`config.mk`:
```
export PLATFORM = sky130hd
export DESIGN_NAME = dct_8_stage_2_pipe_flat
export DESIGN_NICKNAME = d
export VERILOG_FILES = /design/src/rtl/dct_8_stage_2_pipe_if.sv /design/src/rtl/dct_8_stage_2_pipe.sv /design/src/flat_wrapper.sv
export SDC_FILE = /design/constraint.sdc
export NUM_CORES = 2
export LEC_CHECK = 0
export CAP_MARGIN = 10
export CORE_AREA = 2 2 414 416
export CTS_CLUSTER_DIAMETER = 30
export DETAILED_ROUTE_END_ITERATION = 8
export DIE_AREA = 0 0 416 418
export HOLD_SLACK_MARGIN = 0.05
export SKIP_CTS_REPAIR_TIMING = 1
export SLEW_MARGIN = 0
export SYNTH_ARGS = -nofsm -noshare
export SYNTH_HDL_FRONTEND = slang
export SYNTH_SLANG_ARGS = --single-unit
export TNS_END_PERCENT = 20
```
`constraint.sdc`:
```
create_clock -name clk -period 4.01 [get_ports clk]
set_input_delay 0.802 -clock clk [delete_from_list [all_inputs] [get_ports clk]]
set_output_delay 0.802 -clock clk [all_outputs]
set_load 0.02 [all_outputs]
```
`src/rtl/dct_8_stage_2_pipe_if.sv`:
```
// Handshake bundle for dct_8_stage_2_pipe.
// The sticky o_sat flag exists only when DCT_STAGE2_SAT_EN is defined.
interface dct_8_stage_2_pipe_if #(
    parameter int W      = 64,
    parameter int GROUPS = 1,
    parameter int CNT_W  = 32
);
    logic [GROUPS*8*W-1:0] i_data_in;
    logic                  i_valid;
    logic                  i_ready;
    logic [GROUPS*8*W-1:0] o_data_out;
    logic                  o_valid;
    logic                  o_ready;
    logic [CNT_W-1:0]      o_beat_cnt;
`ifdef DCT_STAGE2_SAT_EN
    logic                  o_sat;

    modport master (output i_data_in, i_valid, o_ready,
                    input  i_ready, o_data_out, o_valid, o_beat_cnt, o_sat);
    modport slave  (input  i_data_in, i_valid, o_ready,
                    output i_ready, o_data_out, o_valid, o_beat_cnt, o_sat);
`else
    modport master (output i_data_in, i_valid, o_ready,
                    input  i_ready, o_data_out, o_valid, o_beat_cnt);
    modport slave  (input  i_data_in, i_valid, o_ready,
                    output i_ready, o_data_out, o_valid, o_beat_cnt);
`endif
endinterface

```
`src/rtl/dct_8_stage_2_pipe.sv`:
```
// Two-register pipelined 8-point DCT stage-2 butterfly over GROUPS lanes-of-8 per beat.
// Define DCT_STAGE2_SAT_EN for saturating arithmetic plus a sticky o_sat flag; default wraps modulo 2^W.
module dct_8_stage_2_pipe #(
    parameter int W      = 64,
    parameter int GROUPS = 1,
    parameter int CNT_W  = 32
) (
    input logic                  clk,
    input logic                  rst,
    dct_8_stage_2_pipe_if.slave  bus
);
    localparam int VW = GROUPS * 8 * W;

`ifdef DCT_STAGE2_SAT_EN
    function automatic logic signed [W:0] lane_wide(input logic signed [W-1:0] a, b, input logic sub);
        logic signed [W:0] ae;
        logic signed [W:0] be;
        ae = {a[W-1], a};
        be = {b[W-1], b};
        return sub ? ae - be : ae + be;
    endfunction

    // Top two bits disagree exactly when the W+1-bit result leaves the W-bit range.
    function automatic logic signed [W-1:0] lane_op(input logic signed [W-1:0] a, b, input logic sub);
        logic signed [W:0] s;
        s = lane_wide(a, b, sub);
        if (s[W] != s[W-1])
            return s[W] ? {1'b1, {(W-1){1'b0}}} : {1'b0, {(W-1){1'b1}}};
        return s[W-1:0];
    endfunction

    function automatic logic lane_clip(input logic signed [W-1:0] a, b, input logic sub);
        logic signed [W:0] s;
        s = lane_wide(a, b, sub);
        return s[W] ^ s[W-1];
    endfunction
`else
    function automatic logic signed [W-1:0] lane_op(input logic signed [W-1:0] a, b, input logic sub);
        return sub ? a - b : a + b;
    endfunction
`endif

    function automatic logic [8*W-1:0] bfly(input logic [8*W-1:0] v);
        logic signed [W-1:0] x [8];
        for (int k = 0; k < 8; k++) x[k] = v[k*W +: W];
        return {x[7],
                lane_op(x[6], x[7], 1'b0), lane_op(x[5], x[6], 1'b0), lane_op(x[4], x[5], 1'b0),
                lane_op(x[0], x[3], 1'b1), lane_op(x[1], x[2], 1'b1),
                lane_op(x[1], x[2], 1'b0), lane_op(x[0], x[3], 1'b0)};
    endfunction

`ifdef DCT_STAGE2_SAT_EN
    function automatic logic bfly_clip(input logic [8*W-1:0] v);
        logic signed [W-1:0] x [8];
        for (int k = 0; k < 8; k++) x[k] = v[k*W +: W];
        return lane_clip(x[0], x[3], 1'b0) | lane_clip(x[1], x[2], 1'b0) |
               lane_clip(x[1], x[2], 1'b1) | lane_clip(x[0], x[3], 1'b1) |
               lane_clip(x[4], x[5], 1'b0) | lane_clip(x[5], x[6], 1'b0) |
               lane_clip(x[6], x[7], 1'b0);
    endfunction
`endif

    logic [VW-1:0]    data_p0_q, data_p0_d;
    logic [VW-1:0]    data_p1_q, data_p1_d;
    logic [VW-1:0]    f_data;
    logic             vld_p0_q, vld_p0_d;
    logic             vld_p1_q, vld_p1_d;
    logic [CNT_W-1:0] cnt_q, cnt_d;
    logic             adv_a, adv_b, push;

    // Readiness ripples back from o_ready only; i_valid never feeds i_ready.
    assign adv_b = !vld_p1_q || bus.o_ready;
    assign adv_a = !vld_p0_q || adv_b;
    assign push  = bus.i_valid && bus.i_ready;

    assign bus.i_ready    = adv_a && !rst;
    assign bus.o_data_out = data_p1_q;
    assign bus.o_valid    = vld_p1_q;
    assign bus.o_beat_cnt = cnt_q;

    always_comb begin
        f_data = '0;
        for (int g = 0; g < GROUPS; g++)
            f_data[g*8*W +: 8*W] = bfly(data_p0_q[g*8*W +: 8*W]);
    end

    always_comb begin
        data_p0_d = data_p0_q;
        data_p1_d = data_p1_q;
        vld_p0_d  = vld_p0_q;
        vld_p1_d  = vld_p1_q;
        cnt_d     = cnt_q;
        // stage B: butterfly result
        if (adv_b) begin
            vld_p1_d = vld_p0_q;
            if (vld_p0_q) data_p1_d = f_data;
        end
        // stage A: raw input capture
        if (adv_a) begin
            vld_p0_d = bus.i_valid;
            if (bus.i_valid) data_p0_d = bus.i_data_in;
        end
        if (push) cnt_d = cnt_q + CNT_W'(1);
    end

    always_ff @(posedge clk) begin
        if (rst) begin
            data_p0_q <= '0;
            data_p1_q <= '0;
            vld_p0_q  <= 1'b0;
            vld_p1_q  <= 1'b0;
            cnt_q     <= '0;
        end else begin
            data_p0_q <= data_p0_d;
            data_p1_q <= data_p1_d;
            vld_p0_q  <= vld_p0_d;
            vld_p1_q  <= vld_p1_d;
            cnt_q     <= cnt_d;
        end
    end

`ifdef DCT_STAGE2_SAT_EN
    logic clip_any;
    logic sat_q, sat_d;

    always_comb begin
        clip_any = 1'b0;
        for (int g = 0; g < GROUPS; g++)
            clip_any = clip_any | bfly_clip(data_p0_q[g*8*W +: 8*W]);
    end

    always_comb begin
        sat_d = sat_q | (adv_b && vld_p0_q && clip_any);
    end

    always_ff @(posedge clk) begin
        if (rst) sat_q <= 1'b0;
        else     sat_q <= sat_d;
    end

    assign bus.o_sat = sat_q;
`endif
endmodule

```
`src/flat_wrapper.sv`:
```
// flat-port wrapper written by rule: the top's interface ports become plain ports
module dct_8_stage_2_pipe_flat 
#(
    parameter int W      = 64,
    parameter int GROUPS = 1,
    parameter int CNT_W  = 32
)
  (clk, rst, bus_i_data_in, bus_i_valid, bus_o_ready, bus_i_ready, bus_o_data_out, bus_o_valid, bus_o_beat_cnt);
  dct_8_stage_2_pipe_if #(.W(W), .GROUPS(GROUPS), .CNT_W(CNT_W)) bus_i ();
  input logic clk;
  input logic rst;
  input wire logic [$bits(bus_i.i_data_in)-1:0] bus_i_data_in;
  input wire logic [$bits(bus_i.i_valid)-1:0] bus_i_valid;
  input wire logic [$bits(bus_i.o_ready)-1:0] bus_o_ready;
  output wire logic [$bits(bus_i.i_ready)-1:0] bus_i_ready;
  output wire logic [$bits(bus_i.o_data_out)-1:0] bus_o_data_out;
  output wire logic [$bits(bus_i.o_valid)-1:0] bus_o_valid;
  output wire logic [$bits(bus_i.o_beat_cnt)-1:0] bus_o_beat_cnt;
  assign bus_i.i_data_in = bus_i_data_in;
  assign bus_i.i_valid = bus_i_valid;
  assign bus_i.o_ready = bus_o_ready;
  assign bus_i_ready = bus_i.i_ready;
  assign bus_o_data_out = bus_i.o_data_out;
  assign bus_o_valid = bus_i.o_valid;
  assign bus_o_beat_cnt = bus_i.o_beat_cnt;
  dct_8_stage_2_pipe #(.W(W), .GROUPS(GROUPS), .CNT_W(CNT_W)) u_core (.clk(clk), .rst(rst), .bus(bus_i));
endmodule
```
==> metrics.txt <==
Detailed Route WL 285200 µm; Worst-Skew Late Latency 930 ps; GRT Total Usage 0.3131; port bufs 1061; outcome finished, final reports clean; multiplexer share of the synthesized area 0.0006707; Synthesized Nets 9252; HP Class in2reg; Yosys cell types 96; initial antenna violation count 18; CTS max path bufs 4; via density per instance 5.538; # rows 151; P_int 30.70 mW; clock power share 0.550; largest family of logic cells by synthesized area compound AO/OA/AOI/OAI gates; global-route wire length before repair 412700 µm; WL/cell 24.19 µm; routability cong. 0.9635; CORE AREA 169100 µm²; layout cells sized above 1 0.08302; Crit Path Max Fanout 7; unrepaired setup endpoints after global routing true; fraction of registers with async set or reset after synthesis 0; Compound-Gate Fraction of Synth Area 0.2460; Seq cells post-synth 1056; Tcrit/Tclk final 0.9758; Sw Share 0.2870; sequential power share 0.274; Slowest-stage cell, CP or4_1; Fin. Hold Viols 0; critical path endpoint category flip-flop; critical path's top delay family simple AND/OR/NAND/NOR gates; Buf/Inv on CP 5; pwr dens 505.2 nW/µm²; total of max-cap violations 0; Net Switching 12.36 mW; Peak Freq 255.6 MHz; Logic pwr share 0.177; Residual DRC 0; final count of negative-setup-slack endpoints 0; # H-tree levels 5; Vias 65288; global route hottest layer met2; met2 Use GR 0.5101; EDFF count, synth 0; DRT Pass-1 Iters 6; post-synthesis xor/xnor area fraction 0.05791; skew final 67.97 ps; detailed placement HPWL 223000 µm; total grt overflow 0; Synth warnings 0; Layout area overhead 38.47%; Worst VDD drop 0.0004674 V; Crit path top cell by count buf_4; post-synth top area share 0.3434; Slew Limit Headroom 0.2481; met1 usage 0.3897; Worst Path Required 4800 ps; startpoint types flip-flop; vias in the first global route 63507; largest net degree at the start of global routing 183; WHS 331.3 ps; Worst Tran Pin Value 1128 ps; top post-synthesis cells by count nand2_1 (1912), a21oi_1 (1299), dfxtp_1 (1056); synthesized area 61560 µm²; die area 173900 µm²; critical path's largest stage delay 530 ps; drt first-iter violations 5254; fin crit period 3913 ps; leading area contributor after synthesis dfxtp_1; CP Cell Sequence inv_1, ha_1, nand4_1, or4_1, o21ai_1, buf_4, o21ba_2, o21ai_1, buf_4, o31ai_2, buf_4, a21oi_1, buf_4, or4_1, o211ai_1; Non-Filler Instances 11790; ys flop type dfxtp_1; Top Ports 1062; CTS sink cnt 1056; clk slew on worst S/H paths 50 ps; CTS buffer count 294; Mapped Cells 8287; Post-Syn Area per Cell 7.428 µm²; Reg2Reg Setup Slack 100 ps; top cells by area, synth dfxtp_1 (34%), nand2_1 (12%), a21oi_1 (11%); met3 Track Usage GR 0.05462; Die Wd 416 µm; Slew Viols, Final 0; simple-gate portion of the synthesized area 0.2095; Starting Density 0.3640; sequential fraction of the synthesis area 0.3434; TritonCTS clock tree yes; Chip Height 418 µm; Net count, final 10315; LEAKAGE 34.79 nW; critical path class reg2reg; top-count cell post-synth nand2_1; adder-cell area share of the yosys netlist 0.09212; ANT nets after route 0; CP Data Arrival Time 4700 ps; placed insts 11272; root buffer cell clkbuf_16
-- registers in the layout, indices dropped and copies added, names as in the netlist --
name and count:
u_core.bus.o_data_out 510, u_core.data_p0_q 512, u_core.bus.o_beat_cnt 32, u_core.vld_p0_q 1
u_core.bus.o_valid 1
-- layer usage --
layer | up-vias | routed length, µm
li1 | 30875 | -
met5 | - | 75
met1 | 31413 | 119700
met4 | 12 | 17070
met2 | 2448 | 131700
met3 | 540 | 16780
-- path summary, 6_finish.rpt --
check,startpoint,endpoint,cells after the start
worst min register to register,u_core.bus.o_data_out[438]$_SDFFE_PP0P_,u_core.bus.o_data_out[438]$_SDFFE_PP0P_,2
worst min-delay path,rst,u_core.bus.o_beat_cnt[26]$_SDFFE_PP0P_,2
worst max register to register,u_core.data_p0_q[142]$_SDFFE_PP0P_,u_core.bus.o_data_out[187]$_SDFFE_PP0P_,15
worst max-delay path,u_core.data_p0_q[142]$_SDFFE_PP0P_,u_core.bus.o_data_out[187]$_SDFFE_PP0P_,15
-- power by group through the flow --
stage	clock network (mW)	logic [mW]	registers (mW)
finish	23.7	7.61	11.8
global route	24.5	8.13	11.8
CTS	23.9	7.52	11.8
detailed placement	0	7.47	11.9
global placement	0	7.50	11.9
floorplan	0	3.86	12.1
-- layout by cell type (no fill, tap or decap), types with 19 or more instances in the layout --
master	synthesis	final
buf_12	0	31
nand2_1	1912	1911
clkdlybuf4s50_1	0	1060
a21o_1	177	177
a21boi_0	23	23
xor2_1	105	105
nor2_1	469	466
clkinv_2	0	40
or3_1	49	49
xnor2_1	302	302
clkbuf_1	459	31
dfxtp_1	1056	1056
nor3_1	91	91
o21bai_1	110	110
nand2b_1	60	58
o31a_1	19	19
clkbuf_8	0	46
and2_1	24	23
o21ai_0	378	373
buf_4	4	190
nor4_1	50	50
a211oi_1	129	127
nand4_1	105	105
o211ai_1	20	20
clkinvlp_4	0	29
nor2b_1	59	58
inv_1	292	292
clkbuf_16	0	300
ha_1	442	438
a31oi_1	50	47
o31ai_1	56	53
or4_1	19	19
a21oi_1	1299	1296
o21a_1	26	26
bufinv_16	0	34
nand3_1	102	102
and3_1	37	37
-- area by class of cell --
type	instances	area (µm²)
inverters	299	1122
diodes	8	20.02
well taps	2218	2775
clock buffers	377	8257
flip-flops and latches	1056	21140
fillers	16385	83850
multi-input cells	6417	37510
clock inverters	133	1740
repair buffers	1282	12670
-- metrics by stage --
stage	TNS [ps]	cell area (µm²)	setup slack, ps	util	power, mW
global route	-2.429	85240	-2.429	0.5041	44.50
CTS	-28.48	85070	-21.75	0.5031	43.19
detailed placement	0	75080	0.1039	0.4440	19.42
floorplan	0	61560	601.7	-	15.93
finish	0	85240	96.97	0.5041	43.06
global placement	0	75080	43.45	0.4440	19.43
-- kinds of logic (layout without fill, tap and decap cells) --
group	count (synthesis)	after routing
other	0	8
flip-flops	1056	1056
multiplexers	4	4
buffers and inverters	814	2091
AND/OR/NAND/NOR	3035	3035
AO/OA/AOI/OAI	2522	2522
XOR/XNOR	407	407
adder cells (fa/ha/maj)	449	449
(Power assumes the default switching activity.)
